[config.mk]
export PLATFORM = sky130hd
export DESIGN_NAME = alu_arbiter_flat
export DESIGN_NICKNAME = d
export VERILOG_FILES = /design/src/rtl/alu_arbiter_if.sv /design/src/rtl/alu_arbiter.sv /design/src/flat_wrapper.sv
export SDC_FILE = /design/constraint.sdc
export NUM_CORES = 1
export LEC_CHECK = 0
export CAP_MARGIN = 20
export CORE_AREA = 2 2 122 124
export CTS_CLUSTER_DIAMETER = 150
export DETAILED_ROUTE_END_ITERATION = 8
export DIE_AREA = 0 0 124 126
export MAX_ROUTING_LAYER = met4
export PLACE_DENSITY = 0.76
export SLEW_MARGIN = 20
export SYNTH_ARGS = -nofsm -noshare
export SYNTH_HDL_FRONTEND = slang
export SYNTH_SLANG_ARGS = --single-unit
[constraint.sdc]
create_clock -name clk -period 3.4 [get_ports clk]
set_input_delay 0.68 -clock clk [delete_from_list [all_inputs] [get_ports clk]]
set_output_delay 0.68 -clock clk [all_outputs]
set_load 0.02 [all_outputs]
[src/rtl/alu_arbiter_if.sv]
// Request/response channels for both ALU ports plus the shared-ALU drive bus.
// The arbiter uses the slave modport; requesters and the ALU sit on the master side.
interface alu_arbiter_if #(
  parameter int DATA_WIDTH = 32,
  parameter int OP_WIDTH   = 4
);
  logic                  req0_valid;
  logic                  req0_ready;
  logic [OP_WIDTH-1:0]   req0_opcode;
  logic [DATA_WIDTH-1:0] req0_operand_0;
  logic [DATA_WIDTH-1:0] req0_operand_1;
  logic                  req1_valid;
  logic                  req1_ready;
  logic [OP_WIDTH-1:0]   req1_opcode;
  logic [DATA_WIDTH-1:0] req1_operand_0;
  logic [DATA_WIDTH-1:0] req1_operand_1;
  logic                  rsp0_valid;
  logic                  rsp0_ready;
  logic [DATA_WIDTH-1:0] rsp0_result;
  logic                  rsp1_valid;
  logic                  rsp1_ready;
  logic [DATA_WIDTH-1:0] rsp1_result;
  logic [OP_WIDTH-1:0]   alu_opcode;
  logic [DATA_WIDTH-1:0] alu_operand_0;
  logic [DATA_WIDTH-1:0] alu_operand_1;
  logic [DATA_WIDTH-1:0] alu_result;

  modport slave (
    input  req0_valid, req0_opcode, req0_operand_0, req0_operand_1,
    input  req1_valid, req1_opcode, req1_operand_0, req1_operand_1,
    input  rsp0_ready, rsp1_ready, alu_result,
    output req0_ready, req1_ready,
    output rsp0_valid, rsp0_result, rsp1_valid, rsp1_result,
    output alu_opcode, alu_operand_0, alu_operand_1
  );

  modport master (
    output req0_valid, req0_opcode, req0_operand_0, req0_operand_1,
    output req1_valid, req1_opcode, req1_operand_0, req1_operand_1,
    output rsp0_ready, rsp1_ready, alu_result,
    input  req0_ready, req1_ready,
    input  rsp0_valid, rsp0_result, rsp1_valid, rsp1_result,
    input  alu_opcode, alu_operand_0, alu_operand_1
  );
endinterface

[src/rtl/alu_arbiter.sv]
// Two-port arbiter/sequencer sharing one combinational ALU (IDLE -> EXEC -> RESP).
// Define ALU_ARB_FIXED_PRIO_EN for fixed priority (port 0 wins); default is round-robin.
module alu_arbiter #(
  parameter int DATA_WIDTH = 32,
  parameter int OP_WIDTH   = 4
) (
  input  logic          clk,
  input  logic          rst,
  alu_arbiter_if.slave  bus,
  output logic          busy
);

  typedef enum logic [1:0] {
    IDLE = 2'd0,
    EXEC = 2'd1,
    RESP = 2'd2
  } state_t;

  state_t                state_r;
  logic                  grant_r;
  logic                  prio_r;
  logic [OP_WIDTH-1:0]   op_r;
  logic [DATA_WIDTH-1:0] a_r;
  logic [DATA_WIDTH-1:0] b_r;
  logic [DATA_WIDTH-1:0] res_r;
  logic                  busy_r;
  logic                  rsp0_valid_r;
  logic                  rsp1_valid_r;

  logic                  pick_s;
  logic                  accept_s;
  logic                  rsp_ready_s;

  // Port selection: a lone requester wins; on contention the priority port wins.
  always_comb begin
    pick_s = 1'b0;
    if (bus.req0_valid && bus.req1_valid) begin
`ifdef ALU_ARB_FIXED_PRIO_EN
      pick_s = 1'b0;
`else
      pick_s = prio_r;
`endif
    end else if (bus.req1_valid) begin
      pick_s = 1'b1;
    end else begin
      pick_s = 1'b0;
    end
  end

  // Request ready is only offered in IDLE and only to the selected port.
  always_comb begin
    bus.req0_ready = 1'b0;
    bus.req1_ready = 1'b0;
    if (state_r == IDLE) begin
      bus.req0_ready = bus.req0_valid & ~pick_s;
      bus.req1_ready = bus.req1_valid & pick_s;
    end else begin
      bus.req0_ready = 1'b0;
      bus.req1_ready = 1'b0;
    end
  end

  assign accept_s    = bus.req0_ready | bus.req1_ready;
  assign rsp_ready_s = grant_r ? bus.rsp1_ready : bus.rsp0_ready;

  // Sequencer: capture request, run the ALU for one cycle, hold the response until consumed.
  always_ff @(posedge clk) begin
    if (rst) begin
      state_r      <= IDLE;
      grant_r      <= 1'b0;
      prio_r       <= 1'b0;
      op_r         <= {OP_WIDTH{1'b0}};
      a_r          <= {DATA_WIDTH{1'b0}};
      b_r          <= {DATA_WIDTH{1'b0}};
      res_r        <= {DATA_WIDTH{1'b0}};
      busy_r       <= 1'b0;
      rsp0_valid_r <= 1'b0;
      rsp1_valid_r <= 1'b0;
    end else begin
      case (state_r)
        IDLE: begin
          if (accept_s) begin
            grant_r <= pick_s;
            op_r    <= pick_s ? bus.req1_opcode    : bus.req0_opcode;
            a_r     <= pick_s ? bus.req1_operand_0 : bus.req0_operand_0;
            b_r     <= pick_s ? bus.req1_operand_1 : bus.req0_operand_1;
            busy_r  <= 1'b1;
            state_r <= EXEC;
          end
        end
        EXEC: begin
          res_r        <= bus.alu_result;
          rsp0_valid_r <= ~grant_r;
          rsp1_valid_r <= grant_r;
          state_r      <= RESP;
        end
        RESP: begin
          if (rsp_ready_s) begin
`ifdef ALU_ARB_FIXED_PRIO_EN
            prio_r <= 1'b0;
`else
            prio_r <= ~grant_r;
`endif
            rsp0_valid_r <= 1'b0;
            rsp1_valid_r <= 1'b0;
            busy_r       <= 1'b0;
            state_r      <= IDLE;
          end
        end
        default: begin
          rsp0_valid_r <= 1'b0;
          rsp1_valid_r <= 1'b0;
          busy_r       <= 1'b0;
          state_r      <= IDLE;
        end
      endcase
    end
  end

  assign bus.rsp0_valid    = rsp0_valid_r;
  assign bus.rsp1_valid    = rsp1_valid_r;
  assign bus.rsp0_result   = res_r;
  assign bus.rsp1_result   = res_r;
  assign bus.alu_opcode    = op_r;
  assign bus.alu_operand_0 = a_r;
  assign bus.alu_operand_1 = b_r;
  assign busy              = busy_r;

endmodule
[src/flat_wrapper.sv]
// flat-port wrapper written by rule: the top's interface ports become plain ports
module alu_arbiter_flat 
#(
  parameter int DATA_WIDTH = 32,
  parameter int OP_WIDTH   = 4
)
  (clk, rst, busy, bus_req0_valid, bus_req0_opcode, bus_req0_operand_0, bus_req0_operand_1, bus_req1_valid, bus_req1_opcode, bus_req1_operand_0, bus_req1_operand_1, bus_rsp0_ready, bus_rsp1_ready, bus_alu_result, bus_req0_ready, bus_req1_ready, bus_rsp0_valid, bus_rsp0_result, bus_rsp1_valid, bus_rsp1_result, bus_alu_opcode, bus_alu_operand_0, bus_alu_operand_1);
  alu_arbiter_if #(.DATA_WIDTH(DATA_WIDTH), .OP_WIDTH(OP_WIDTH)) bus_i ();
  input  logic clk;
  input  logic rst;
  output logic busy;
  input wire logic [$bits(bus_i.req0_valid)-1:0] bus_req0_valid;
  input wire logic [$bits(bus_i.req0_opcode)-1:0] bus_req0_opcode;
  input wire logic [$bits(bus_i.req0_operand_0)-1:0] bus_req0_operand_0;
  input wire logic [$bits(bus_i.req0_operand_1)-1:0] bus_req0_operand_1;
  input wire logic [$bits(bus_i.req1_valid)-1:0] bus_req1_valid;
  input wire logic [$bits(bus_i.req1_opcode)-1:0] bus_req1_opcode;
  input wire logic [$bits(bus_i.req1_operand_0)-1:0] bus_req1_operand_0;
  input wire logic [$bits(bus_i.req1_operand_1)-1:0] bus_req1_operand_1;
  input wire logic [$bits(bus_i.rsp0_ready)-1:0] bus_rsp0_ready;
  input wire logic [$bits(bus_i.rsp1_ready)-1:0] bus_rsp1_ready;
  input wire logic [$bits(bus_i.alu_result)-1:0] bus_alu_result;
  output wire logic [$bits(bus_i.req0_ready)-1:0] bus_req0_ready;
  output wire logic [$bits(bus_i.req1_ready)-1:0] bus_req1_ready;
  output wire logic [$bits(bus_i.rsp0_valid)-1:0] bus_rsp0_valid;
  output wire logic [$bits(bus_i.rsp0_result)-1:0] bus_rsp0_result;
  output wire logic [$bits(bus_i.rsp1_valid)-1:0] bus_rsp1_valid;
  output wire logic [$bits(bus_i.rsp1_result)-1:0] bus_rsp1_result;
  output wire logic [$bits(bus_i.alu_opcode)-1:0] bus_alu_opcode;
  output wire logic [$bits(bus_i.alu_operand_0)-1:0] bus_alu_operand_0;
  output wire logic [$bits(bus_i.alu_operand_1)-1:0] bus_alu_operand_1;
  assign bus_i.req0_valid = bus_req0_valid;
  assign bus_i.req0_opcode = bus_req0_opcode;
  assign bus_i.req0_operand_0 = bus_req0_operand_0;
  assign bus_i.req0_operand_1 = bus_req0_operand_1;
  assign bus_i.req1_valid = bus_req1_valid;
  assign bus_i.req1_opcode = bus_req1_opcode;
  assign bus_i.req1_operand_0 = bus_req1_operand_0;
  assign bus_i.req1_operand_1 = bus_req1_operand_1;
  assign bus_i.rsp0_ready = bus_rsp0_ready;
  assign bus_i.rsp1_ready = bus_rsp1_ready;
  assign bus_i.alu_result = bus_alu_result;
  assign bus_req0_ready = bus_i.req0_ready;
  assign bus_req1_ready = bus_i.req1_ready;
  assign bus_rsp0_valid = bus_i.rsp0_valid;
  assign bus_rsp0_result = bus_i.rsp0_result;
  assign bus_rsp1_valid = bus_i.rsp1_valid;
  assign bus_rsp1_result = bus_i.rsp1_result;
  assign bus_alu_opcode = bus_i.alu_opcode;
  assign bus_alu_operand_0 = bus_i.alu_operand_0;
  assign bus_alu_operand_1 = bus_i.alu_operand_1;
  alu_arbiter #(.DATA_WIDTH(DATA_WIDTH), .OP_WIDTH(OP_WIDTH)) u_core (.clk(clk), .rst(rst), .bus(bus_i), .busy(busy));
endmodule
# Yosys cells after proc, flatten, opt, wreduce, memory -nomap -nowiden
# Index checks and enable logic that the tools add are counted.
[totals] ff_bits=107 in_bits=174 output_inout_bits=137 word_cells=44
[classes] eq_ne=4 n_mux=16 bitwise=7 n_reduce_logical=7
[op_table] cell="$mux W32" n=2
[op_table] cell="$pmux W1 S3" n=3
[op_table] cell="$reduce_and A2 Y1" n=4
[op_table] cell="$mux W1" n=7
[op_table] cell="$pmux W2 S3" n=1
[op_table] cell="$mux W2" n=2
[op_table] cell="$mux W4" n=1
[op_table] cell="$ne A2 B1 Y1 const B" n=2
[op_table] cell="$not A1 Y1" n=4
[op_table] cell="$reduce_and A3 Y1" n=1
[op_table] cell="$and A1 B1 Y1" n=2
[op_table] cell="$eq A2 B1 Y1 const B" n=1
[op_table] cell="$eq A2 B2 Y1 const B" n=1
[op_table] cell="$logic_not A2 Y1" n=1
[op_table] cell="$logic_and A1 B1 Y1" n=1
[op_table] cell="$or A1 B1 Y1" n=1

# Longest topological paths before layout
[depth] ltp_word=8 depth_mapped=7 depth_no_buf=3

# Worst setup path before layout
# Ideal clock, no wire load.
[synth_timing] kind="input to output" start="in bus_req1_valid" end="out bus_req0_ready" arrival_time_ns=1.327 t_required_ns=2.720 setup_slack_ns=1.393 cell_stages=4 path_buffers=2 path_cell_list="buf_6 -> clkbuf_1 -> nand2_1 -> and3_1"
[synth_between] elab_chain_cells=5 word_cells_on_any_way=6 cone_classes="3 x mux; 2 x bitwise; 1 x reduce/logical"
[synth_lines] item="from (decl)" line="flat_wrapper.sv:16" source="input wire logic [$bits(bus_i.req1_valid)-1:0] bus_req1_valid;"
[synth_lines] item="$mux W1 or $logic_and A1 B1 Y1 (tied branches)" line="alu_arbiter.sv:43, alu_arbiter.sv:37"
[synth_lines] item="$mux W1 (*)" line="alu_arbiter.sv:37" source="if (bus.req0_valid && bus.req1_valid) begin"
[synth_lines] item="$not A1 Y1 (*)" line="alu_arbiter.sv:55" source="bus.req0_ready = bus.req0_valid & ~pick_s;"
[synth_lines] item="$and A1 B1 Y1 (*)" line="alu_arbiter.sv:55"
[synth_lines] item="$mux W1 (*)" line="alu_arbiter.sv:54" source="if (state_r == IDLE) begin"
[synth_lines] item="to (decl)" line="flat_wrapper.sv:23" source="output wire logic [$bits(bus_i.req0_ready)-1:0] bus_req0_ready;"
# Mark *: on every way between the ends. The rest lies on a longest branch, timed or not.

# Worst setup path after layout
[layout_timing] start="in bus_req0_valid" end="out bus_req0_ready"
[layout_between] elab_chain_cells=5
[layout_lines] item="from (decl)" line="flat_wrapper.sv:12" source="input wire logic [$bits(bus_i.req0_valid)-1:0] bus_req0_valid;"
[layout_lines] item="$logic_and A1 B1 Y1" line="alu_arbiter.sv:37"
[layout_lines] item="$mux W1" line="alu_arbiter.sv:37"
[layout_lines] item="$not A1 Y1" line="alu_arbiter.sv:55"
[layout_lines] item="$and A1 B1 Y1 (*)" line="alu_arbiter.sv:55"
[layout_lines] item="$mux W1 (*)" line="alu_arbiter.sv:54"
# Marked as above.

==> impl_results.md <==
* Outcome: finished clean
* Clock power frac at about 28%
* Pleak at between 2 and 3 nW
* Layout cell share with drive strength beyond 1 at under 10%
* Post-CTS Resized at 0
* Placed insts at 1018
* Pre-CTS setup slack at about 0.37 ns
* Overall routing resource usage at between 20% and 30%
* Vias per inst at 5.48
* Syn avg cell area at about 8.3 um^2
* Fin. max-slew vios at 0
* Fmax at ~0.33 GHz
* Library cells used by synthesis at 29
* RSZ-0062 raised after global routing: no
* Post-synth EDFFs at 0
* Crit-path max FO at 6
* Setup tns final at 0 ns
* Power Dens Cells at between 400 and 500 mW/mm^2
* Seq/Total Area, Yosys at a little over two fifths
* R2r setup slk at 1.57 ns
* CP Buf/Inv Count at 2
* CTS tree: built
* Setup violators final at 0
* FF-to-FF path depth at 4
* Number of global-route vias before repair at about 5200
* TritonCTS buffer count at 9
* Hold EP: u_core.bus.rsp0_result[4]
* Post-CTS Setup Inserts at 0
* Req. time, crit path at 2.72 ns
* Worst Hold Class: reg2reg
* Total of max-cap violations at 0
* Syn Inst Count at 613
* Worst EP arrival at between 2 and 2.5 ns
* Cell Area, Placed at between 0.007 and 0.008 mm^2
* Worst-Margin Slew at a little over 0.8 ns
* Flops & latches, synth at 107
* Nets at ~1000
* Fin worst setup slack at between 0.3 and 0.4 ns
* Die X at around 120 um
* Crit path top cell by count: clkdlybuf4s50_1
* Pre-antenna DRT Iters at 5
* Final Cell Area at 0.00827 mm^2
* Hold buffer count at cts at 0
* CP Cell Sequence: clkdlybuf4s50_1 > nand2b_2 > nand2_1 > and3_1 > clkdlybuf4s50_1
* Critical R2R Capture: u_core.bus.alu_operand_1[13]
* RR Startpoint: u_core.prio_r
* Critical path type: in2out
* Core area at around 0.014 mm^2
* Startpoint Class: primary input
* Die Y at roughly 130 um
* Final Hold Viols at 0
* Switching power at approximately 1.2 mW
* FP Rows at 44
* Cell-internal power at ~2.5 mW
* Hold Startpoint: u_core.bus.rsp0_result[4]
* Final HPWL DP at approximately 13 mm
* Tot Pwr at ~3.7 mW
* Root Driver: clkbuf_16
* Die ar. at about 0.016 mm^2
* Fin crit share at about 88%
* Syn Nets at around 790
* Final Util at between 50% and 60%
* Slew headroom at 45.4%
* Peak supply drop at approximately 0.00024 V
* Routability Congestion at approximately 0.85
* Ports at 311
* # fillers at ~1300
* Kind of cell adding the most delay to the critical path: buffers and inverters
* Tmin final at 3.01 ns
* First-pass GRT wire length at around 28 mm
* # DRC at 0
* Drt total wl at approximately 19 mm
* Min-Delay Path Depth at 2
* Layout overhead on the synthesized area at 62.4%
* Area contributors post-synth: dfxtp_1 (42%), a21oi_1 (10%), a311oi_1 (8.3%)
* Initial antenna violation count at 1
* Post-synth top area cell: dfxtp_1
* Comb pwr share at 32.8%
* Switching Fraction at 31.9%
* Ys Warns at 0
* CTS Buffer Depth at 2
* Final clock skew at 0.00823 ns
* Clock Pin Slew Worst Setup and Hold Paths at around 0.060 ns
* Ys async rst share at 0%
* Setup crit end kind: output pin
* Clock Latency Late Sink at roughly 0.35 ns
* Port buffer count at 310
* H-tree levels at 3
* Final Non-Filler Cells at a little over 1000
* Post-Syn Area at 0.00509 mm^2
* Smallest hold slack at 0.467 ns
* Largest net degree at the start of global routing at a little over 70
* DR iter-0 viols at 453
* CP peak stage delay at slightly above 0.6 ns
* Prevailing post-synth register cell: dfxtp_1
* Slowest-stage cell, CP: clkdlybuf4s50_1
* Wire per inst at 18.3 um
* # clock sinks at ~110
* Most frequent cells in the layout: clkdlybuf4s50_1 (308), dfxtp_1 (107), a21oi_1 (104), nand3_1 (69), o21ai_0 (69)
* Most common cell after layout, fill and taps aside: clkdlybuf4s50_1
* Via count at ~5700
* Starting density of the core at a little over a third
* Post-DRT Antenna Nets at 0
* Sequential group share of total power at between 30% and 40%
* Post-synth top area share at a little over two fifths
* Total grt overflow at 0
## power by group through the flow
stage	sequential [mW]	combinational (mW)	clock (mW)
5_1_grt	1.49	1.30	1.10
2_1_floorplan	1.64	0.487	0
4_1_cts	1.47	1.23	1.05
6_report	1.47	1.22	1.02
3_5_place_dp	1.50	1.22	0
3_3_place_gp	1.49	1.21	0
## worst max path at each step
stage | to | cells past startpoint | from
after CTS | bus_req0_ready | 5 | bus_req0_valid
after global routing | bus_req0_ready | 5 | bus_req0_valid
after detailed placement | bus_req0_ready | 5 | bus_req0_valid
after global placement | bus_req0_ready | 5 | bus_req0_valid
after floorplan | bus_req0_ready | 4 | bus_req1_valid
final | bus_req0_ready | 5 | bus_req0_valid
## cell usage after synthesis, types with 2 or more instances
cell type and number:
nand3_1 69, buf_1 2, nand2_1 66, nor2b_1 3, buf_6 5, a311oi_1 48, inv_1 2, a21oi_1 104
or2_1 2, a31oi_1 2, o21ai_0 69, nand2b_1 3, nor2_1 2, dfxtp_1 107, a311oi_2 20, buf_4 35
nand3b_1 3, clkbuf_1 27, buf_2 34
## area by class of cell
class                           instances  area, um^2  area share (%)
Sequential cell                       107        2140            25.9
Clock inverter                          3        22.5           0.272
Antenna cell                            1        2.50          0.0303
Tap cell                              184         230            2.78
Clock buffer                           13         260            3.15
Timing Repair Buffer                  325        3250            39.3
Inverter                                3        11.3           0.136
Multi-Input combinational cell        399        2350            28.5
## state kept, by name, summed over array words and instances (netlist names)
| signal | count |
|---|---|
| u_core.bus.alu_opcode | 4 |
| u_core.bus.alu_operand_0 | 32 |
| u_core.bus.alu_operand_1 | 32 |
| u_core.bus.rsp0_result | 32 |
| u_core.bus.rsp0_valid | 1 |
| u_core.bus.rsp1_valid | 1 |
| u_core.busy | 1 |
| u_core.grant_r | 1 |
| u_core.prio_r | 1 |
| u_core.state_r | 2 |
## worst min-delay path, cell delays in order, from the launching register on
cell and delay, ns:
dfxtp_1 0.32, nand2_1 0.05, a21oi_1 0.05
## cells by family (layout without fill, tap and decap cells)
group	after synthesis	after routing	share of synthesized area (%)
AO/OA/AOI/OAI	247	247	32.0
buffers and inverters	107	344	12.1
flip-flops	107	107	42.1
multiplexers	1	1	0.197
other	0	1	0
AND/OR/NAND/NOR	151	151	13.6
## routing by layer
metal / vias up / GRT usage (%) / wire length, um / part of all wire [%]
met3: 41 / 5.25 / 1620 / 8.6
met2: 297 / 37.3 / 9170 / 48
li1: 2676 / - / - / -
met1: 2660 / 29.6 / 7440 / 39
met5: - / - / 0 / 0
met4: 0 / 10.8 / 692 / 3.7
Note: power is estimated with default switching activity, not from simulation.
